**src/rtl/trap_sequencer.sv**
```systemverilog
// rtl/trap_sequencer.sv - trap entry/return sequencer: drains the bus, redirects the PC, strobes the CSR file.
// Optional TRAP_SEQUENCER_WFI_EN enables the WFI sleep state.
module trap_sequencer #(
  parameter int DRAIN_TIMEOUT = 16
) (
  input  logic        clk,
  input  logic        reset,
  input  logic        exception,
  input  logic [30:0] exception_cause,
  input  logic        interrupted,
  input  logic        mret,
  input  logic        wfi,
  input  logic        mem_busy,
  input  logic [31:0] trap_pc,
  input  logic [31:0] ret_pc,
  output logic        handle_trap,
  output logic        exit_trap,
  output logic        trap_exception,
  output logic [30:0] trap_cause,
  output logic        stall,
  output logic        pc_load,
  output logic [31:0] pc_next,
  output logic        halted
);

  localparam int CW = (DRAIN_TIMEOUT > 0) ? $clog2(DRAIN_TIMEOUT + 1) : 1;
  localparam logic [CW-1:0] CNT_LIMIT = CW'(DRAIN_TIMEOUT);
  localparam logic [CW-1:0] CNT_MAX   = {CW{1'b1}};

  typedef enum logic [2:0] {RUN, DRAIN, TRAP, RET, WFI, HALT} state_t;

  state_t        state, state_next;
  logic [CW-1:0] cnt, cnt_next;
  logic          take_trap;
  logic          trap_is_exc;
  logic          wfi_req;

`ifdef TRAP_SEQUENCER_WFI_EN
  assign wfi_req = wfi;
`else
  logic unused_wfi;
  assign wfi_req    = 1'b0;
  assign unused_wfi = wfi;
`endif

  // Redirect targets are word aligned; the low address bits are dropped.
  logic unused_pc_bits;
  assign unused_pc_bits = ^{trap_pc[1:0], ret_pc[1:0]};

  always_ff @(posedge clk or posedge reset) begin
    if (reset) begin
      state          <= RUN;
      cnt            <= '0;
      trap_exception <= 1'b0;
      trap_cause     <= '0;
    end else begin
      state <= state_next;
      cnt   <= cnt_next;
      if (take_trap) begin
        trap_exception <= trap_is_exc;
        trap_cause     <= trap_is_exc ? exception_cause : 31'd0;
      end
    end
  end

  always_comb begin
    state_next  = state;
    cnt_next    = cnt;
    take_trap   = 1'b0;
    trap_is_exc = 1'b0;
    handle_trap = 1'b0;
    exit_trap   = 1'b0;
    stall       = 1'b1;
    pc_load     = 1'b0;
    pc_next     = 32'd0;
    halted      = 1'b0;

    case (state)
      RUN: begin
        stall = exception | interrupted | mret | wfi_req;
        if (exception) begin
          take_trap   = 1'b1;
          trap_is_exc = 1'b1;
        end else if (interrupted) begin
          take_trap = 1'b1;
        end else if (mret) begin
          state_next = RET;
        end else if (wfi_req) begin
          state_next = WFI;
        end
      end
      WFI: begin
`ifdef TRAP_SEQUENCER_WFI_EN
        if (interrupted) take_trap = 1'b1;
`else
        state_next = RUN;
`endif
      end
      DRAIN: begin
        if (!mem_busy) begin
          state_next = TRAP;
          cnt_next   = '0;
        end else if ((DRAIN_TIMEOUT > 0) && (cnt >= CNT_LIMIT)) begin
          state_next = HALT;
        end else if (cnt != CNT_MAX) begin
          cnt_next = cnt + 1'b1;
        end
      end
      TRAP: begin
        handle_trap = 1'b1;
        pc_load     = 1'b1;
        pc_next     = {trap_pc[31:2], 2'b00};
        state_next  = RUN;
      end
      RET: begin
        exit_trap  = 1'b1;
        pc_load    = 1'b1;
        pc_next    = {ret_pc[31:2], 2'b00};
        state_next = RUN;
      end
      HALT: begin
        halted = 1'b1;
      end
      default: begin
        state_next = RUN;
      end
    endcase

    // The first DRAIN cycle counts as 1 so the timeout compares against cycles spent waiting.
    if (take_trap) begin
      state_next = mem_busy ? DRAIN : TRAP;
      cnt_next   = mem_busy ? CW'(1) : '0;
    end
  end

endmodule

```
**config.mk**
```make
export PLATFORM = sky130hd
export DESIGN_NAME = trap_sequencer
export DESIGN_NICKNAME = d
export VERILOG_FILES = /design/src/rtl/trap_sequencer.sv
export SDC_FILE = /design/constraint.sdc
export NUM_CORES = 1
export LEC_CHECK = 0
export ABC_AREA = 1
export CORE_MARGIN = 2
export CORE_UTILIZATION = 35
export CTS_BUF_LIST = sky130_fd_sc_hd__clkbuf_16
export DETAILED_ROUTE_END_ITERATION = 10
export GPL_ROUTABILITY_DRIVEN = 0
export HOLD_SLACK_MARGIN = 0.05
export PLACE_DENSITY_LB_ADDON = 0.05
export REMOVE_ABC_BUFFERS = 1
export SLEW_MARGIN = 20
export SYNTH_ARGS = -nofsm -noshare
export SYNTH_HDL_FRONTEND = slang
export SYNTH_SLANG_ARGS = --single-unit
export TNS_END_PERCENT = 100
```
**constraint.sdc**
```tcl
create_clock -name clk -period 2.9 [get_ports clk]
set_input_delay 0.435 -clock clk [delete_from_list [all_inputs] [get_ports clk]]
set_output_delay 0.435 -clock clk [all_outputs]
set_load 0.05 [all_outputs]
```
==> impl_metrics.json, run 1 <==
{
  "outcome": "complete, no violations",
  "finClkSkew_ns": 0.00669,
  "io_pins": 171,
  "drive_gt1_frac": 0.128,
  "ys_types": 21,
  "diodes": 0,
  "post-dp-hpwl_microns": 5320,
  "fin_crit_sh": 0.808,
  "synth.largest_area_cell": "dfrtp_1",
  "ir_worst_vdd_mv": 0.316,
  "drv_cap": 0,
  "relSlewSlack": 0.645,
  "worst_ep_required_time_ns": 2.47,
  "fmax_mhz": 427,
  "setup_tns_ns": 0,
  "rsz0062_at_grt": "no",
  "root_buffer": "clkbuf_16",
  "synth.area.mux_share": 0,
  "crit_path_max_fanout": 6,
  "wire_per_inst_microns": 14.3,
  "period_minus_slack_ns": 2.34,
  "dpl.cell_count": 481,
  "avgSynthCellArea_sq_um": 8.21,
  "insertion_delay_ns": 0.28,
  "min_path_cells": 2,
  "drtIter0Drc": 93,
  "start_util": 0.357,
  "firstDrtPassIters": 4,
  "syn_area_sq_um": 2090,
  "seq_area_frac_synth": 0.480,
  "final-max-slew-violation-count": 0,
  "die_x_microns": 81.2,
  "cts_buffer_depth": 2,
  "core_sq_um": 5850,
  "synth_top_area_frac": 0.480,
  "final_hold_viol_count": 0,
  "via_per_inst": 4.78,
  "clkTransAtPathRegs_ns": 0.06,
  "postCtsHoldBufs": 0,
  "post-cts-setup-buffers": 0,
  "area_growth_pct": 84.0,
  "arrival_ns": 1.91,
  "vias": 2339,
  "p_leak_nw": 1.91,
  "synth_compound_gate_area_share": 0.145,
  "overflow": 0,
  "grt_pass1_wl_microns": 10300,
  "rows": 28,
  "crit_type": "flip-flop to primary output",
  "post_cts_resized": 0,
  "cts_tree": "done",
  "antenna_found_initial": 0,
  "grt_usage": 0.203,
  "synthXorXnorAreaFrac": 0,
  "yosysWarnings": 0,
  "htreeDepth": 2,
  "end_kind": "primary output",
  "cts_buffers": 5,
  "port_buffers": 163,
  "tightestPinTransition_ns": 0.530,
  "yosys.area_share.adder": 0.0120,
  "route.antenna.remaining_nets": 0,
  "synthCells": 254,
  "ys_ff_latch": 40,
  "grt_max_degree": 41,
  "hold_class": "flip-flop to flip-flop",
  "fp.dieH_microns": 81.2,
  "die-area_sq_um": 6590,
  "nNetsFinal": 517,
  "start_kind": "flip-flop",
  "wl_microns": 7000,
  "synthSimpleGateAreaFrac": 0.287,
  "ff2ff_path_depth": 9,
  "drc": 0,
  "p_per_area_nw_per_um2": 324,
  "clock_sinks": 40,
  "grt_pass1_vias": 2120,
  "final_cell_count_no_fill": 489,
  "synthTopCellsByArea": "dfrtp_1, nand2_1, a22o_1, nand3_1, buf_2",
  "synth_top_family_by_area": "simple AND/OR/NAND/NOR gates",
  "setup_viol": 0
}
sequential cells by signal, indices dropped and copies added (netlist names):
name / count
cnt: 5
state: 3
trap_exception: 1
trap_cause: 31
cell type report:
cell class	instances	area (sq um)
Inverter	16	60.1
Fill cell	526	2010
Sequential cell	40	1000
Multi-Input combinational cell	180	933
Clock inverter	3	11.3
Clock buffer	5	125
Tap cell	75	93.8
Timing Repair Buffer	170	1610
cells in the final DEF, fill, tap and decap left out:
cell,n
a21oi_2,1
inv_2,1
nor2_2,1
nand3_2,1
nand3_1,41
nand2_2,2
nand4_1,3
clkinv_1,1
a21oi_1,1
nand2_1,83
buf_12,1
or2_2,2
a22o_1,30
clkdlybuf4s50_1,130
conb_1,2
buf_4,39
o21ai_0,2
nor2_1,6
inv_1,17
dfrtp_1,40
o21ai_1,3
clkbuf_16,5
ha_1,2
metal layers:
| layer | part of all wire | vias to the layer above | track usage | routed length, microns |
|---|---|---|---|---|
| li1 | - | 1161 | - | - |
| met1 | 0.40 | 1074 | 0.243 | 2830 |
| met2 | 0.51 | 97 | 0.364 | 3540 |
| met3 | 0.080 | 7 | 0.0456 | 562 |
| met4 | 0.0097 | 0 | 0.0610 | 68 |
| met5 | 0 | - | 0 | 0 |
cells in the mapped netlist, drive strengths merged:
cell	instances
ha	2
nand4	3
dfrtp	40
a21oi	2
o21ai	5
a22o	30
clkbuf	4
nor2	7
nand3	42
buf	15
inv	16
nand2	85
conb	1
or2	2
through the flow:
| stage | instance area [sq um] | setup WS, ns | hold slack [ns] | util | total power, mW |
|---|---|---|---|---|---|
| after global routing | 3840 | 0.405 | 0.501 | 0.656 | 1.29 |
| after detailed placement | 3700 | 0.718 | 0.465 | 0.633 | 0.740 |
| after CTS | 3840 | 0.545 | 0.480 | 0.656 | 1.25 |
| final | 3840 | 0.558 | 0.477 | 0.656 | 1.24 |
| after floorplan | 1990 | 0.510 | 0.471 | - | 0.592 |
| after global placement | 3700 | 0.770 | 0.461 | 0.633 | 0.738 |
kinds of logic after synthesis:
family          after synthesis
other cells                   1
flops                        40
buf+inv                      35
simple gates                139
fa+ha+maj                     2
compound gates               37
worst paths after layout:
check	startpoint	to	slack [ns]
min in group asynchronous	reset	trap_cause[22]$_DFFE_PP0P_	0.58
hold reg to reg	trap_cause[8]$_DFFE_PP0P_	trap_cause[8]$_DFFE_PP0P_	0.48
hold / removal	trap_cause[8]$_DFFE_PP0P_	trap_cause[8]$_DFFE_PP0P_	0.48
max in group asynchronous	reset	trap_cause[15]$_DFFE_PP0P_	1.97
setup / recovery	state[1]$_DFFE_PP0P_	halted	0.56
setup reg to reg	cnt[0]$_DFFE_PP0P_	cnt[2]$_DFFE_PP0P_	1.19
where the power goes:
group          leakage, nW  total (mW)  internal [mW]  switching (mW)
clock               0.0738       0.515          0.309           0.205
combinational         1.29       0.168          0.117          0.0510
sequential           0.544       0.561          0.560         0.00139
critical path: stages (launching register included):
cell and delay (ns):
dfrtp_1 0.39, inv_1 0.17, nand3_1 0.17, inv_1 0.09
clkdlybuf4s50_1 0.81
Power figures use the tool's default switching activity.
==> inputs of run 2 (changes only) <==
CORE_UTILIZATION = 33   (was 35)
clock period = 2.2 ns   (was 2.9 ns; I/O delays follow)
==> impl_metrics.json, run 2 (same netlist as run 1, synthesis figures left out) <==
{
  "outcome": "complete, no violations",
  "fp.dieH_microns": 83.5,
  "final-max-slew-violation-count": 0,
  "port_buffers": 163,
  "layout_common_cells": "clkdlybuf4s50_1, nand2_1, nand3_1",
  "crit_type": "flip-flop to primary output",
  "fill_cells": 484,
  "p_comb_frac": 0.124,
  "nNetsFinal": 517,
  "crit_chain": "nor2_1 > nand2_1 > inv_1 > buf_12 > a22o_1 > buf_12",
  "start_kind": "flip-flop",
  "htreeDepth": 2,
  "cts_tree": "done",
  "die_x_microns": 83.5,
  "fmax_mhz": 500,
  "top_layer": "met4",
  "rows": 28,
  "drtIter0Drc": 89,
  "core_sq_um": 6030,
  "reg.largest.list": "trap_cause: 31 flops, cnt: 5 flops, state: 3 flops",
  "p_clk_frac": 0.459,
  "firstDrtPassIters": 4,
  "cts_buffers": 5,
  "route.antenna.remaining_nets": 0,
  "final_hold_viol_count": 0,
  "ir_worst_vdd_mv": 0.420,
  "insertion_delay_ns": 0.28,
  "cts_buffer_depth": 2,
  "p_leak_nw": 2.01,
  "setup_viol": 0,
  "relSlewSlack": 0.647,
  "fin_crit_sh": 0.909,
  "rsz0062_at_grt": "no",
  "area_growth_pct": 106,
  "end_kind": "primary output",
  "swShare": 0.199,
  "io_pins": 171,
  "period_minus_slack_ns": 2.00,
  "crit_family": "buffers and inverters",
  "utilization": 0.711,
  "p_per_area_nw_per_um2": 414,
  "via_per_inst": 4.89,
  "crit_path_max_fanout": 31,
  "grt_pass1_vias": 2391,
  "regMostFlops": "trap_cause",
  "clock_sinks": 40,
  "largest_reg_flops": 31,
  "clkTransAtPathRegs_ns": 0.06,
  "design_area_sq_um": 4290,
  "dpl_cell_area_sq_um": 4120,
  "postCtsHoldBufs": 0,
  "final_common_cell": "clkdlybuf4s50_1",
  "switchingPower_mw": 0.353,
  "grt_pass1_wl_microns": 12200,
  "hold_class": "primary input to asynchronous set/reset pin",
  "vias": 2393,
  "die-area_sq_um": 6970,
  "root_buffer": "clkbuf_16",
  "cp_common_cell": "buf_12",
  "fin_ws_ns": 0.200,
  "worst_ep_required_time_ns": 1.87,
  "drv_cap": 0,
  "critPathMaxStageDelay_ns": 0.40,
  "pwr-share-seq": 0.417,
  "post-dp-hpwl_microns": 5790,
  "drc": 0,
  "worstPathBufferInverterCount": 3,
  "post_cts_resized": 0,
  "start_util": 0.346,
  "antenna_found_initial": 0,
  "routed-wl-met2_microns": 4210,
  "grt_max_degree": 37,
  "tightestPinTransition_ns": 0.528,
  "diodes": 0,
  "drive_gt1_frac": 0.138,
  "wl_microns": 7680,
  "place_ws_ns": 0.307,
  "arrival_ns": 1.67,
  "p_int_mw": 1.42,
  "finClkSkew_ns": 0.00672,
  "dr_wl_met3_microns": 405,
  "grt_usage": 0.216,
  "wire_per_inst_microns": 15.7,
  "post-cts-setup-buffers": 0,
  "wl_met1_microns": 2950,
  "overflow": 0,
  "critPathSlowestCell": "dfrtp_1"
}
run 2: cell types whose count changed in the layout (fill, tap and decap cells not counted), sizes merged:
cell,before,now
clkdlybuf4s50,130,128
bufinv,0,1
buf,40,42
inv,18,17
run 2: area by class of cell:
| type | count | area (sq um) | share of cell area |
|---|---|---|---|
| clock buffers | 5 | 125 | 0.0292 |
| repair buffers | 170 | 2030 | 0.475 |
| flip-flops and latches | 40 | 1000 | 0.234 |
| multi-input cells | 180 | 933 | 0.218 |
| inverters | 16 | 60.1 | 0.0140 |
| clock inverters | 3 | 38.8 | 0.00905 |
| well taps | 75 | 93.8 | 0.0219 |
run 2: power by group through the flow:
stage	clock, mW	combinational [mW]	sequential [mW]
6_report	0.814	0.220	0.740
5_1_grt	0.864	0.235	0.739
4_1_cts	0.826	0.222	0.740
3_5_place_dp	0	0.220	0.753
3_3_place_gp	0	0.217	0.753
2_1_floorplan	0	0.0248	0.756
run 2: stage by stage:
stage / TNS [ns] / cells / total power [mW] / hold slack, ns
after detailed placement: 0 / 481 / 0.973 / 0.465
after global placement: 0 / 481 / 0.970 / 0.461
after CTS: 0 / 489 / 1.79 / 0.241
after floorplan: -2.55 / 236 / 0.781 / 0.468
final: 0 / 489 / 1.77 / 0.237
after global routing: 0 / 489 / 1.84 / 0.288
run 2: final timing paths:
path	startpoint	endpoint	slack [ns]	cells past startpoint
hold reg to reg	trap_cause[25]$_DFFE_PP0P_	trap_cause[25]$_DFFE_PP0P_	0.48	2
setup / recovery	state[0]$_DFFE_PP0P_	pc_next[7]	0.20	6
setup reg to reg	cnt[0]$_DFFE_PP0P_	cnt[1]$_DFFE_PP0P_	0.48	9
hold / removal	reset	trap_cause[21]$_DFFE_PP0P_	0.24	2
min in group clk	trap_cause[25]$_DFFE_PP0P_	trap_cause[25]$_DFFE_PP0P_	0.48	2
max in group asynchronous	reset	cnt[3]$_DFFE_PP0P_	1.27	3
run 2: per-layer routing:
layer,GRT usage,vias up
li1,-,1162
met1,0.253,1137
met2,0.397,85
met3,0.0514,9
met4,0.0513,0
met5,0,-
